$ cat config.mk
export PLATFORM = sky130hd
export DESIGN_NAME = stopwatch_ctrl_flat
export DESIGN_NICKNAME = d
export VERILOG_FILES = /design/src/rtl/stopwatch_ctrl_pkg.sv /design/src/rtl/stopwatch_ctrl_if.sv /design/src/rtl/stopwatch_ctrl_btn_debounce.sv /design/src/rtl/stopwatch_ctrl.sv /design/src/flat_wrapper.sv
export SDC_FILE = /design/constraint.sdc
export NUM_CORES = 1
export LEC_CHECK = 0
export ABC_AREA = 1
export CAP_MARGIN = 40
export CORE_MARGIN = 1
export CORE_UTILIZATION = 45
export CTS_CLUSTER_SIZE = 8
export DETAILED_ROUTE_END_ITERATION = 6
export PLACE_DENSITY = 0.68
export SYNTH_ARGS = -nofsm -noshare
export SYNTH_HDL_FRONTEND = slang
export SYNTH_SLANG_ARGS = --single-unit
export TNS_END_PERCENT = 30
$ cat constraint.sdc
create_clock -name clk -period 4.3 [get_ports clk]
set_input_delay 0.43 -clock clk [delete_from_list [all_inputs] [get_ports clk]]
set_output_delay 0.43 -clock clk [all_outputs]
set_load 0.02 [all_outputs]
$ cat src/rtl/stopwatch_ctrl_pkg.sv
// Shared types and default constants for the stopwatch controller, counter and display.
package stopwatch_ctrl_pkg;

  localparam int unsigned STATE_W = 3;

  typedef enum logic [STATE_W-1:0] {
    ST_PRESET = 3'd0,
    ST_RUN    = 3'd1,
    ST_PAUSE  = 3'd2,
    ST_ADJ_S  = 3'd3,
    ST_ADJ_M  = 3'd4
  } state_e;

  localparam int unsigned DEF_TICK_DIV   = 100_000_000;
  localparam int unsigned DEF_DB_CYCLES  = 1_000_000;
  localparam int unsigned DEF_REPEAT_DLY = 50_000_000;
  localparam int unsigned DEF_REPEAT_DIV = 25_000_000;

  localparam int unsigned PRESET_SEC = 55;
  localparam int unsigned PRESET_MIN = 59;

  // Bits needed for a counter that runs 0..n-1 (at least one bit).
  function automatic int unsigned cnt_w(input int unsigned n);
    return (n < 2) ? 1 : $clog2(n);
  endfunction

endpackage

$ cat src/rtl/stopwatch_ctrl_if.sv
// Control strobes and status from the stopwatch controller to the time counter / display.
interface stopwatch_ctrl_if;
  import stopwatch_ctrl_pkg::*;

  logic               tick_o;
  logic               preset_o;
  logic               inc_sec_o;
  logic               inc_min_o;
  logic [STATE_W-1:0] state_o;
  logic               blink_o;

  modport master (
    output tick_o, preset_o, inc_sec_o, inc_min_o, state_o, blink_o
  );

  modport slave (
    input tick_o, preset_o, inc_sec_o, inc_min_o, state_o, blink_o
  );
endinterface

$ cat src/rtl/stopwatch_ctrl_btn_debounce.sv
// Push-button conditioner: 2-FF synchroniser, stability counter, rising-edge pulse.
module stopwatch_ctrl_btn_debounce
  import stopwatch_ctrl_pkg::*;
#(
  parameter int unsigned DB_CYCLES = DEF_DB_CYCLES
) (
  input  logic clk,
  input  logic rst,
  input  logic btn_i,
  output logic level_o,
  output logic rise_o
);

  localparam int unsigned         CNT_W    = cnt_w(DB_CYCLES);
  localparam logic [CNT_W-1:0]    CNT_LAST = CNT_W'(DB_CYCLES - 1);

  logic             sync1_q, sync2_q;
  logic             level_q, level_d;
  logic             rise_q, rise_d;
  logic [CNT_W-1:0] cnt_q, cnt_d;

  // Bring the asynchronous button into the clk domain.
  always_ff @(posedge clk or posedge rst) begin
    if (rst) begin
      sync1_q <= 1'b0;
      sync2_q <= 1'b0;
    end else begin
      sync1_q <= btn_i;
      sync2_q <= sync1_q;
    end
  end

  // Level follows the sample only after DB_CYCLES consecutive disagreeing samples.
  always_comb begin
    level_d = level_q;
    rise_d  = 1'b0;
    cnt_d   = '0;
    if (sync2_q != level_q) begin
      if (cnt_q == CNT_LAST) begin
        level_d = sync2_q;
        rise_d  = sync2_q;
      end else begin
        cnt_d = cnt_q + CNT_W'(1);
      end
    end
  end

  // Debounced level, its counter and the rise pulse.
  always_ff @(posedge clk or posedge rst) begin
    if (rst) begin
      level_q <= 1'b0;
      rise_q  <= 1'b0;
      cnt_q   <= '0;
    end else begin
      level_q <= level_d;
      rise_q  <= rise_d;
      cnt_q   <= cnt_d;
    end
  end

  assign level_o = level_q;
  assign rise_o  = rise_q;

endmodule

$ cat src/rtl/stopwatch_ctrl.sv
// Run/pause/adjust sequencer: FSM, 1 s prescaler, inc auto-repeat and adjust-field blink.
module stopwatch_ctrl
  import stopwatch_ctrl_pkg::*;
#(
  parameter int unsigned TICK_DIV   = DEF_TICK_DIV,
  parameter int unsigned DB_CYCLES  = DEF_DB_CYCLES,
  parameter int unsigned REPEAT_DLY = DEF_REPEAT_DLY,
  parameter int unsigned REPEAT_DIV = DEF_REPEAT_DIV
) (
  input  logic             clk,
  input  logic             rstn,
  input  logic             clr_i,
  input  logic             pause_i,
  input  logic             sw0,
  input  logic             sw1,
  input  logic             inc_btn_i,
  stopwatch_ctrl_if.master bus
);

  localparam int unsigned PRE_W    = cnt_w(TICK_DIV);
  localparam int unsigned BLK_HALF = (TICK_DIV / 2 > 0) ? TICK_DIV / 2 : 1;
  localparam int unsigned BLK_W    = cnt_w(BLK_HALF);
  localparam int unsigned REP_MAX  = (REPEAT_DLY > REPEAT_DIV) ? REPEAT_DLY : REPEAT_DIV;
  localparam int unsigned REP_W    = cnt_w(REP_MAX);

  localparam logic [PRE_W-1:0] PRE_LAST = PRE_W'(TICK_DIV - 1);
  localparam logic [BLK_W-1:0] BLK_LAST = BLK_W'(BLK_HALF - 1);
  localparam logic [REP_W-1:0] DLY_LAST = REP_W'(REPEAT_DLY - 1);
  localparam logic [REP_W-1:0] DIV_LAST = REP_W'(REPEAT_DIV - 1);

  state_e           state_q, state_d;
  logic [PRE_W-1:0] presc_q, presc_d;
  logic             tick_q, tick_d;
  logic [REP_W-1:0] rep_q, rep_d;
  logic             fast_q, fast_d;
  logic             armed_q, armed_d;
  logic [BLK_W-1:0] bcnt_q, bcnt_d;
  logic             blvl_q, blvl_d;
  logic             blink_q, blink_d;
  logic             inc_sec_q, inc_sec_d;
  logic             inc_min_q, inc_min_d;
  logic             fire_c;
  logic             db_level, db_rise;
  logic             run_stay, adj_stay, adj_next;
  logic [REP_W-1:0] rep_last;

  stopwatch_ctrl_btn_debounce #(
    .DB_CYCLES (DB_CYCLES)
  ) u_debounce (
    .clk     (clk),
    .rst     (rstn),
    .btn_i   (inc_btn_i),
    .level_o (db_level),
    .rise_o  (db_rise)
  );

  // Mode FSM next state; clear wins over everything.
  always_comb begin
    state_d = state_q;
    if (clr_i) begin
      state_d = ST_PRESET;
    end else begin
      unique case (state_q)
        ST_PRESET: state_d = pause_i ? ST_PAUSE : ST_RUN;
        ST_RUN:    if (pause_i) state_d = ST_PAUSE;
        ST_PAUSE: begin
          if (!pause_i)  state_d = ST_RUN;
          else if (!sw0) state_d = ST_ADJ_S;
          else if (!sw1) state_d = ST_ADJ_M;
        end
        ST_ADJ_S:  if (sw0 || !pause_i) state_d = ST_PAUSE;
        ST_ADJ_M:  if (sw1 || !pause_i || !sw0) state_d = ST_PAUSE;
        default:   state_d = ST_PRESET;
      endcase
    end
  end

  assign run_stay = (state_q == ST_RUN) && (state_d == ST_RUN);
  assign adj_next = (state_d == ST_ADJ_S) || (state_d == ST_ADJ_M);
  assign adj_stay = adj_next && (state_d == state_q);
  assign rep_last = fast_q ? DIV_LAST : DLY_LAST;

  // Prescaler, repeat timer, blink timer and strobe generation.
  always_comb begin
    presc_d = presc_q;
    tick_d  = 1'b0;
    rep_d   = rep_q;
    fast_d  = fast_q;
    armed_d = armed_q;
    fire_c  = 1'b0;
    bcnt_d  = '0;
    blvl_d  = 1'b1;

    // Advance only across RUN->RUN edges so a tick always lands inside RUN.
    if (state_q == ST_PRESET) begin
      presc_d = '0;
    end else if (run_stay) begin
      if (presc_q == PRE_LAST) begin
        presc_d = '0;
        tick_d  = 1'b1;
      end else begin
        presc_d = presc_q + PRE_W'(1);
      end
    end

    // First strobe on the debounced rise, then delay, then fixed-rate repeats.
    if (!(adj_stay && db_level)) begin
      armed_d = 1'b0;
      fast_d  = 1'b0;
      rep_d   = '0;
    end else if (db_rise) begin
      armed_d = 1'b1;
      fast_d  = 1'b0;
      rep_d   = '0;
      fire_c  = 1'b1;
    end else if (armed_q) begin
      if (rep_q == rep_last) begin
        rep_d  = '0;
        fast_d = 1'b1;
        fire_c = 1'b1;
      end else begin
        rep_d = rep_q + REP_W'(1);
      end
    end

    // Blink restarts visible on each ADJ entry, steady elsewhere.
    if (adj_stay) begin
      blvl_d = blvl_q;
      if (bcnt_q == BLK_LAST) begin
        blvl_d = ~blvl_q;
      end else begin
        bcnt_d = bcnt_q + BLK_W'(1);
      end
    end
  end

  assign inc_sec_d = fire_c && (state_q == ST_ADJ_S);
  assign inc_min_d = fire_c && (state_q == ST_ADJ_M);
  assign blink_d   = blvl_d | fire_c;

  // State and datapath registers.
  always_ff @(posedge clk or posedge rstn) begin
    if (rstn) begin
      state_q   <= ST_PRESET;
      presc_q   <= '0;
      tick_q    <= 1'b0;
      rep_q     <= '0;
      fast_q    <= 1'b0;
      armed_q   <= 1'b0;
      bcnt_q    <= '0;
      blvl_q    <= 1'b1;
      blink_q   <= 1'b1;
      inc_sec_q <= 1'b0;
      inc_min_q <= 1'b0;
    end else begin
      state_q   <= state_d;
      presc_q   <= presc_d;
      tick_q    <= tick_d;
      rep_q     <= rep_d;
      fast_q    <= fast_d;
      armed_q   <= armed_d;
      bcnt_q    <= bcnt_d;
      blvl_q    <= blvl_d;
      blink_q   <= blink_d;
      inc_sec_q <= inc_sec_d;
      inc_min_q <= inc_min_d;
    end
  end

  assign bus.tick_o    = tick_q;
  assign bus.preset_o  = (state_q == ST_PRESET);
  assign bus.inc_sec_o = inc_sec_q;
  assign bus.inc_min_o = inc_min_q;
  assign bus.state_o   = state_q;
  assign bus.blink_o   = blink_q;

endmodule

$ cat src/flat_wrapper.sv
// flat-port wrapper written by rule: the top's interface ports become plain ports
module stopwatch_ctrl_flat import stopwatch_ctrl_pkg::*;
#(
  parameter int unsigned TICK_DIV   = DEF_TICK_DIV,
  parameter int unsigned DB_CYCLES  = DEF_DB_CYCLES,
  parameter int unsigned REPEAT_DLY = DEF_REPEAT_DLY,
  parameter int unsigned REPEAT_DIV = DEF_REPEAT_DIV
)
  (clk, rstn, clr_i, pause_i, sw0, sw1, inc_btn_i, bus_tick_o, bus_preset_o, bus_inc_sec_o, bus_inc_min_o, bus_state_o, bus_blink_o);
  stopwatch_ctrl_if bus_i ();
  input  logic clk;
  input  logic rstn;
  input  logic clr_i;
  input  logic pause_i;
  input  logic sw0;
  input  logic sw1;
  input  logic inc_btn_i;
  output wire logic [$bits(bus_i.tick_o)-1:0] bus_tick_o;
  output wire logic [$bits(bus_i.preset_o)-1:0] bus_preset_o;
  output wire logic [$bits(bus_i.inc_sec_o)-1:0] bus_inc_sec_o;
  output wire logic [$bits(bus_i.inc_min_o)-1:0] bus_inc_min_o;
  output wire logic [$bits(bus_i.state_o)-1:0] bus_state_o;
  output wire logic [$bits(bus_i.blink_o)-1:0] bus_blink_o;
  assign bus_tick_o = bus_i.tick_o;
  assign bus_preset_o = bus_i.preset_o;
  assign bus_inc_sec_o = bus_i.inc_sec_o;
  assign bus_inc_min_o = bus_i.inc_min_o;
  assign bus_state_o = bus_i.state_o;
  assign bus_blink_o = bus_i.blink_o;
  stopwatch_ctrl #(.TICK_DIV(TICK_DIV), .DB_CYCLES(DB_CYCLES), .REPEAT_DLY(REPEAT_DLY), .REPEAT_DIV(REPEAT_DIV)) u_core (.clk(clk), .rstn(rstn), .clr_i(clr_i), .pause_i(pause_i), .sw0(sw0), .sw1(sw1), .inc_btn_i(inc_btn_i), .bus(bus_i));
endmodule
==> results.tsv <==
stage	metric	value	unit
timing	fmax	390	MHz
global_route	grt_max_degree	61	
cells_and_area	drive_gt1_share	8.88	%
global_route	track_usage	20.7	%
placed_design	post-dp-hpwl	9.70	mm
timing	finalSetupViolCount	0	
cts	postCtsSetupRepairBufs	0	
yosys	yosysSeqAreaShare	44.0	%
yosys	syn_avg_cell_area	7.52	µm²
setup_path	required	4640	ps
cts	cts_tree	yes	
yosys	synthXorXnorAreaFrac	2.86	%
cells_and_area	fillers	1322	
timing	relSlewSlack	53.4	%
routing	wl	13.8	mm
floorplan	dieArea	0.0148	mm²
cts	numCtsBuffers	17	
timing	holdWs	390	ps
timing	slew_violations	0	
hold_path	hold_path.class	flip-flop to flip-flop	
cells_and_area	nNetsFinal	888	
setup_path	cp-start-kind	primary input	
yosys	synth_edf_count	0	
cells_and_area	syn2layout_area_growth	14.9	%
cts	cts_buffer_depth	2	
setup_path	crit_buf_inv	1	
yosys	yosysWarningCount	0	
placed_design	port_buffers	14	
yosys	ys_types	42	
yosys	synth_top_family_by_area	simple AND/OR/NAND/NOR gates	
power	ir_worst_vdd	270	µV
yosys	async_reset_ff_share	100	%
routing	vias	5547	
run_status	status	finished clean	
yosys	synth_fa_ha_area_share	0.778	%
yosys	syn_inst	855	
timing	finalCriticalPeriod	2570	ps
yosys	yosys_register_bits	113	
setup_path	cp.arrival	2910	ps
timing	worst_pin_slew	699	ps
placed_design	place_congestion	0.845	
global_route	grt_pass1_vias	5206	
cells_and_area	diodes	0	
yosys	synth_fp_nets	866	
setup_path	critical_path.top_delay_family	simple AND/OR/NAND/NOR gates	
timing	setup_tns	0	ps
global_route	gr-total-overflow	0	
yosys	synth_simple_gate_area_share	36.3	%
cts	clk_latency	420	ps
yosys	synth-compound-area-share	7.94	%
cts	cts_resized	0	
floorplan	rows	43	
cts	clkSinkCount	113	
power	p_leak	0.00319	µW
cells_and_area	layout_commonest_cell	nand2_1	
yosys	synth_flop_cell	dfrtp_1	
run	maxCapViolCount	0	
setup_path	cp_common_cell	nand2_1	
timing	finClkSkew	8.30	ps
setup_path	critPathKind	primary input to flip-flop	
timing	final_hold_viol_count	0	
cells_and_area	mostFrequentLayoutCells	nand2_1, nor2_1, dfrtp_1	
floorplan	core	0.0139	mm²
floorplan	ioPinCount	15	
routing	detail_route.wl_per_cell	12.9	µm
setup_path	cp_max_fo	41	
cts	clk_pin_slew_worst_paths	50	ps
power	pwr_density_cell	372	mW/mm²
setup_path	slowest_delay	500	ps
setup_path	end_kind	flip-flop	
routing	drc	0	
routing	dr.pass1.iters	5	
timing	rsz0062_at_grt	false	
routing	first_iter_violations	362	
timing	fin_crit_sh	59.7	%
global_route	grt_pass1_wl	24.2	mm
routing	vias_per_cell	5.18	
global_route	antenna_found_initial	0	
cts	cts-root-buf	clkbuf_16	
yosys	synthMuxAreaShare	0	%
cts	cts.htree.levels	4	
setup_path	slowest_stage	clkdlybuf4s50_1	
floorplan	fp.dieW	122	µm
setup_path	crit_chain	clkdlybuf4s50_1 -> nand2_1 -> nor2_1 -> nand3_1 -> nand2_1 -> nand2_1 -> nand2_1 -> nand2_2 -> nor2_8 -> nand4_4 -> nand2_4 -> nand2_1 -> a21oi_1	
floorplan	start_util	46.2	%
floorplan	die_y	122	µm
cts	cts_hold_buf	0	
routing	drt.antenna.violating_nets	0	
yosys	synth_area	0.00643	mm²
==> final timing paths <==
check / from / end / slack (ps) / cells past startpoint
min in group asynchronous: rstn / u_core.rep_q[23] / 490 / 2
min reg2reg: u_core.u_debounce.sync1_q / u_core.u_debounce.sync2_q / 390 / 0
max: pause_i / u_core.rep_q[4] / 1730 / 13
max in group asynchronous: rstn / u_core.bus.blink_o / 3000 / 3
max reg2reg: u_core.bus.state_o[2] / u_core.rep_q[4] / 1780 / 13
min: u_core.u_debounce.sync1_q / u_core.u_debounce.sync2_q / 390 / 0
==> routing by layer <==
layer	up-vias	global-route usage [%]	routed length (µm)
li1	2844	-	-
met1	2596	27.2	6660
met2	93	33.3	6470
met3	14	4.35	480
met4	0	8.49	170
met5	-	0	0
==> sequential cells by signal (all words and copies together) (netlist names) <==
name	count
u_core.bus.tick_o	1
u_core.u_debounce.level_o	1
u_core.blvl_q	1
u_core.u_debounce.sync2_q	1
u_core.bus.state_o	3
u_core.rep_q	26
u_core.u_debounce.cnt_q	20
u_core.u_debounce.rise_o	1
u_core.bus.inc_sec_o	1
u_core.bus.inc_min_o	1
u_core.presc_q	27
u_core.bus.blink_o	1
u_core.armed_q	1
u_core.fast_q	1
u_core.u_debounce.sync1_q	1
u_core.bcnt_q	26
==> Yosys cell counts (5+ instances only) <==
| cell type | number | area share, % |
|---|---|---|
| nand2_1 | 175 | 10 |
| nor2_1 | 133 | 7.8 |
| dfrtp_1 | 111 | 43 |
| inv_1 | 109 | 6.4 |
| nand3_1 | 50 | 3.9 |
| a21oi_1 | 46 | 3.6 |
| nor3_1 | 46 | 3.6 |
| nand4_1 | 36 | 3.5 |
| o21ai_0 | 21 | 1.6 |
| xor2_1 | 17 | 2.3 |
| nor4_1 | 11 | 1.1 |
| nand2_2 | 8 | 0.78 |
| o21a_1 | 8 | 0.93 |
| inv_2 | 7 | 0.41 |
| nor2_2 | 7 | 0.68 |
| buf_2 | 6 | 0.47 |
| o21ai_1 | 6 | 0.47 |
| a31oi_1 | 5 | 0.49 |
| and3_1 | 5 | 0.49 |
| nor3b_1 | 5 | 0.58 |
==> where the power goes <==
group / switching [µW] / leakage [µW] / total (µW) / internal, µW
logic: 92.4 / 0.00131 / 125 / 33.1
registers: 8.34 / 0.00156 / 1080 / 1070
clock network: 483 / 0.000321 / 1540 / 1060
==> cell families (layout without fill, tap and decap cells) <==
logic type | count (synthesis) | in the layout
compound gates | 92 | 92
simple gates | 497 | 497
flops | 113 | 113
fa+ha+maj | 4 | 4
xor+xnor | 21 | 21
buf+inv | 128 | 163
==> layout make-up <==
cell class	instances	area (µm²)	share of cell area, %
multi-input cells	614	3080	41.6
flip-flops and latches	113	2830	38.3
clock buffers	23	508	6.88
inverters	116	438	5.93
well taps	180	225	3.05
repair buffers	15	160	2.17
clock inverters	9	150	2.03
==> stage by stage <==
stage	util, %	setup WS (ps)	power, µW	instances	instance area [µm²]
final	53.0	1730	2750	1070	7390
after global routing	53.0	1430	2840	1070	7390
after CTS	53.0	1740	2780	1070	7390
after detailed placement	48.3	1300	1230	1038	6730
after global placement	48.3	1390	1230	1038	6730
after floorplan	-	886	1190	855	6430
No activity file was read; power rests on OpenSTA's default activity.
